`src/rtl/spi_frame_ctrl.sv`:
```
// SPI master frame controller, mode 3 (CPOL=1, CPHA=1), LSB first.
// Shifts one SIZE-bit command word out on mosi_out. Every rising sclk_out
// hands the sampled miso_in bit to a downstream deserializer as a one-cycle
// strobe. Frame sequence: IDLE -> LEAD -> SHIFT -> TRAIL -> GAP -> IDLE.
// Every output comes straight from a flop, so sclk_out and cs_n_out cannot glitch.

module spi_frame_ctrl #(
    parameter int SIZE    = 40,   // frame length in bits
    parameter int CLK_DIV = 4     // clk_in cycles per sclk half-period
) (
    input  logic            clk_in,
    input  logic            rst_n_in,
    input  logic            start_in,
    input  logic [SIZE-1:0] data_in,
    output logic            ready_out,
    input  logic            miso_in,
    output logic            sclk_out,
    output logic            cs_n_out,
    output logic            mosi_out,
    output logic            sipo_data_out,
    output logic            sipo_en_out,
    output logic            done_out
);

    // Counter widths: the half-period counter never has to hold CLK_DIV
    // itself, and the bit counter saturates at SIZE.
    localparam int HW = $clog2(CLK_DIV + 1);
    localparam int BW = $clog2(SIZE + 1);

    // The terminal count of one half-period, and the rise index of the last bit.
    localparam logic [HW-1:0] HALF_LAST = HW'(CLK_DIV - 1);
    localparam logic [BW-1:0] BIT_LAST  = BW'(SIZE - 1);

    typedef enum logic [2:0] {
        IDLE,
        LEAD,
        SHIFT,
        TRAIL,
        GAP
    } state_t;

    state_t          state_reg;
    logic [HW-1:0]   half_cnt_reg;   // cycles spent in the current half-period
    logic [BW-1:0]   bit_cnt_reg;    // rising sclk edges issued this frame
    logic [SIZE-1:0] shift_reg;      // bit 0 is always the bit on mosi_out
    logic [SIZE-1:0] shift_next;     // shift_reg moved one place towards bit 0
    logic            half_tick;      // last cycle of the current half-period

    // Build the right-shifted word. Zeros enter at the top so that the
    // register drains to zero. For SIZE=1 this is just a single zero bit.
    genvar gi;
    generate
        for (gi = 0; gi < SIZE; gi++) begin : g_shift
            if (gi == SIZE - 1) begin : g_top
                assign shift_next[gi] = 1'b0;
            end else begin : g_mid
                assign shift_next[gi] = shift_reg[gi+1];
            end
        end
    endgenerate

    // A half-period ends after CLK_DIV cycles. The counter restarts from 0
    // whenever a tick is consumed.
    assign half_tick = (half_cnt_reg == HALF_LAST);

    // mosi_out is taken directly from the low flop of the shift register.
    // Clearing the register at frame end therefore returns mosi_out to 0.
    assign mosi_out = shift_reg[0];

    // Frame sequencer. The state, the counters, the shift register and all
    // the registered outputs are updated together in this one block.
    always_ff @(posedge clk_in or negedge rst_n_in) begin
        if (!rst_n_in) begin
            state_reg     <= IDLE;
            half_cnt_reg  <= '0;
            bit_cnt_reg   <= '0;
            shift_reg     <= '0;
            cs_n_out      <= 1'b1;
            sclk_out      <= 1'b1;
            sipo_en_out   <= 1'b0;
            sipo_data_out <= 1'b0;
            done_out      <= 1'b0;
            ready_out     <= 1'b1;
        end else begin
            // Strobes last exactly one cycle unless a state re-asserts them.
            sipo_en_out <= 1'b0;
            done_out    <= 1'b0;

            case (state_reg)
                IDLE: begin
                    half_cnt_reg <= '0;
                    if (start_in) begin
                        // Capture the word now. Any later change on data_in
                        // during the frame is ignored.
                        shift_reg   <= data_in;
                        bit_cnt_reg <= '0;
                        cs_n_out    <= 1'b0;
                        ready_out   <= 1'b0;
                        state_reg   <= LEAD;
                    end
                end

                LEAD: begin
                    // Setup time from cs_n fall to the first sclk fall.
                    // This fall does not advance mosi, so bit 0 stays on the line.
                    if (half_tick) begin
                        half_cnt_reg <= '0;
                        sclk_out     <= 1'b0;
                        state_reg    <= SHIFT;
                    end else begin
                        half_cnt_reg <= half_cnt_reg + 1'b1;
                    end
                end

                SHIFT: begin
                    if (half_tick) begin
                        half_cnt_reg <= '0;
                        if (!sclk_out) begin
                            // Rising edge: this is where the slave's data is sampled.
                            sclk_out      <= 1'b1;
                            sipo_en_out   <= 1'b1;
                            sipo_data_out <= miso_in;
                            bit_cnt_reg   <= bit_cnt_reg + 1'b1;
                            if (bit_cnt_reg == BIT_LAST) begin
                                // Final rise. sclk stays high from here on.
                                state_reg <= TRAIL;
                            end
                        end else begin
                            // Falling edge: put the next bit on mosi.
                            sclk_out  <= 1'b0;
                            shift_reg <= shift_next;
                        end
                    end else begin
                        half_cnt_reg <= half_cnt_reg + 1'b1;
                    end
                end

                TRAIL: begin
                    // Hold time after the last rise, then release the slave.
                    if (half_tick) begin
                        half_cnt_reg <= '0;
                        cs_n_out     <= 1'b1;
                        done_out     <= 1'b1;
                        shift_reg    <= '0;
                        state_reg    <= GAP;
                    end else begin
                        half_cnt_reg <= half_cnt_reg + 1'b1;
                    end
                end

                GAP: begin
                    // Keeps cs_n high for at least one half-period between frames.
                    if (half_tick) begin
                        half_cnt_reg <= '0;
                        ready_out    <= 1'b1;
                        state_reg    <= IDLE;
                    end else begin
                        half_cnt_reg <= half_cnt_reg + 1'b1;
                    end
                end

                default: begin
                    state_reg <= IDLE;
                end
            endcase
        end
    end

endmodule

```
`config.mk`:
```
export PLATFORM = sky130hd
export DESIGN_NAME = spi_frame_ctrl
export DESIGN_NICKNAME = d
export VERILOG_FILES = /design/src/rtl/spi_frame_ctrl.sv
export SDC_FILE = /design/constraint.sdc
export NUM_CORES = 1
export LEC_CHECK = 0
export CORE_ASPECT_RATIO = 0.5
export CORE_MARGIN = 2
export CORE_UTILIZATION = 45
export CTS_BUF_LIST = sky130_fd_sc_hd__clkbuf_16
export CTS_CLUSTER_DIAMETER = 150
export DETAILED_ROUTE_END_ITERATION = 8
export GPL_TIMING_DRIVEN = 0
export HOLD_SLACK_MARGIN = 0.05
export PLACE_DENSITY = 0.77
export SYNTH_ARGS = -nofsm -noshare
export SYNTH_HDL_FRONTEND = slang
export SYNTH_SLANG_ARGS = --single-unit
export TNS_END_PERCENT = 5
```
`constraint.sdc`:
```
create_clock -name clk_in -period 2.3 [get_ports clk_in]
set_input_delay 0.46 -clock clk_in [delete_from_list [all_inputs] [get_ports clk_in]]
set_output_delay 0.46 -clock clk_in [all_outputs]
set_load 0.005 [all_outputs]
```
==> metrics.txt <==
Post-synth EDFFs 0; detail-routed via count per cell about 5.3; initial antenna violation count 0; IO Count 51; Synth top area share 0.478; post-synthesis sequential area ratio 0.505; slowest CP cell o31ai_4; synth cell count leaders a21oi_1, dfrtp_1, nor2_1; critical path launch point type register; H-tree depth 3; initial core utilization 0.470; core area 6130 sq um; PortBufs 50; footprint of the multi-input gates approximately 1300 sq um; Die Span Y 60.6 um; Async S/R FF share, synth 1.00; CP Cell Sequence ha_1, or2b_1, clkbuf_1, o31ai_4, buf_6, buf_6, a21oi_1; Synth Net Count between 300 and 400; clk root buf clkbuf_16; Worst EP required between 2 and 2.5 ns; Post-Synthesis Cells between 300 and 400; ANT cells 0; GRT Util Overall 0.208; clock transition at the registers of the reported paths approximately 0.050 ns; Synth Register Bits 58; HP Class in2async; Final Hold Viols 0; Pwr Density roughly 630 nW/um^2; max-cap check violation count 0; post-layout util 0.617; Top FF cell, synth dfrtp_1; RSZ-0062 raised after global routing false; drt drc 0; Max clock buf depth 2; final setup vio count 0; CP dominant cell by count buf_6; Hold-fix buffers, CTS 0; Worst-Skew Late Latency roughly 0.32 ns; layout cells sized above 1 0.0875; VDD IR max approximately 0.00036 V; TritonCTS buffer count 9; die span in x around 120 um; slew margin rel. 0.605; Fillers 490; CTS tree done; Netlist cell types 35; Ys Warns 0; Max Clock Skew around 0.0075 ns; Register Area roughly 1500 sq um; Non-Filler Instances 465; worst path arrival time approximately 2.3 ns; final net count 419; CP max stage delay roughly 0.43 ns; TNS Setup 0 ns; total global routing overflow 0; drt wl/cell 14.2 um; critical path class reg2reg; max-slew violations 0; detailed-route via count around 2.5k; largest cells by area after synthesis dfrtp_1, a21oi_1, nor3b_1, nor2_1, dfstp_2; Cells after DPL 450; largest net degree at the start of global routing 39; starting DRC count in detailed routing approximately 170; worst-path fanout max 10; run status finished clean; Slew @ Worst Pin between 0.5 and 0.6 ns; Tcrit/Tclk final 0.897; static leakage roughly 0.0016 uW; max FFs per register 40; number of global-route vias before repair about 2.6k; num rows 20; achievable frequency roughly 0.48 GHz; postcts setup bufs 0; Syn Area/Cell a little over 9 sq um; post-CTS resize count 0; DR pass1 iterations 4; WL final 6630 um; min Tclk post-route 2.06 ns; DIE AREA 7100 sq um; post-synthesis cell area ~2900 sq um; RD Place Congestion between 0.7 and 0.8; Antenna Nets Post-Route 0; first-pass GRT wire length roughly 11000 um; clk sinks 58; Area Overhead vs Synth 31.3%; post-synth top area cell dfrtp_1; Detail Placement HPWL roughly 4600 um; most common cell in the netlist a21oi_1; Crit. End Element register
area by class of cell:
class / count / share of cell area
multi-input combinational: 225 / 0.334
timing repair buffer: 51 / 0.136
sequential: 58 / 0.385
inverter: 2 / 0.00198
clock buffer: 9 / 0.0595
clock inverter: 6 / 0.0132
buffer: 26 / 0.0410
tap: 88 / 0.0291
path summary, 6_finish.rpt:
kind,startpoint,to,slack (ns),depth (start not counted)
max in group asynchronous,rst_n_in,cs_n_out$_DFFE_PN1P_,1.54,2
max,half_cnt_reg[0]$_DFFE_PN0P_,shift_reg[19]$_DFFE_PN0P_,0.24,7
max reg2reg,half_cnt_reg[0]$_DFFE_PN0P_,shift_reg[19]$_DFFE_PN0P_,0.24,7
min reg2reg,cs_n_out$_DFFE_PN1P_,cs_n_out$_DFFE_PN1P_,0.49,2
min,rst_n_in,bit_cnt_reg[1]$_DFFE_PN0P_,0.11,1
min in group clk_in,cs_n_out$_DFFE_PN1P_,cs_n_out$_DFFE_PN1P_,0.49,2
per-layer routing:
layer,vias to the layer above,GRT usage,share of wire
li1,1215,-,-
met1,1200,0.247,0.45
met2,56,0.359,0.49
met3,6,0.0599,0.047
met4,0,0.0941,0.010
met5,-,0,0
worst max-delay path, delay by kind of cell (launching register included):
kind,cells,cell delay (ns)
simple gates,1,0.24
flops,1,0.35
fa+ha+maj,1,0.26
compound gates,2,0.52
buf+inv,3,0.57
where the power goes:
part	total (uW)	internal (uW)	leakage, uW	switching [uW]
clock	1230	811	0.000139	414
combinational	110	73.5	0.000707	36.8
sequential	1030	1030	0.000775	4.57
total	2370	1910	0.00162	455
per-stage QoR:
stage	cell area (sq um)	worst slack, ns	power, uW	hold slack, ns
floorplan	2880	0.530	1060	0.164
global placement	3490	-0.976	1160	0.475
detailed placement	3510	0.0146	1160	0.454
CTS	3780	0.248	2390	0.116
global route	3780	0.110	2450	0.132
finish	3780	0.237	2370	0.107
layout by cell type, fill, tap and decap left out, types with 2 or more instances in the layout:
master           instances
a21oi_1                 80
a31oi_1                  2
buf_1                    5
buf_2                    5
buf_6                    7
clkbuf_1                10
clkbuf_16                9
clkdlybuf4s50_1         49
clkinv_1                 3
dfrtp_1                 55
dfstp_2                  3
ha_1                     2
inv_1                    3
mux2_2                   2
mux2i_1                  3
nand2_1                 17
nand2b_1                 2
nand3_1                  2
nor2_1                  49
nor3_1                   2
nor3b_1                 39
o21ai_0                  7
or4b_1                   2
xnor2_1                  2
kinds of logic after synthesis:
family | after synthesis | share of synthesized area
adders and majority gates | 2 | 0.00868
AOI/OAI and AO/OA | 94 | 0.175
DFF | 58 | 0.505
xor gates and xnor gates | 3 | 0.00912
buffers and inverters | 28 | 0.0565
and+or+nand+nor | 121 | 0.228
muxes | 5 | 0.0182
Power figures use the tool's default switching activity.
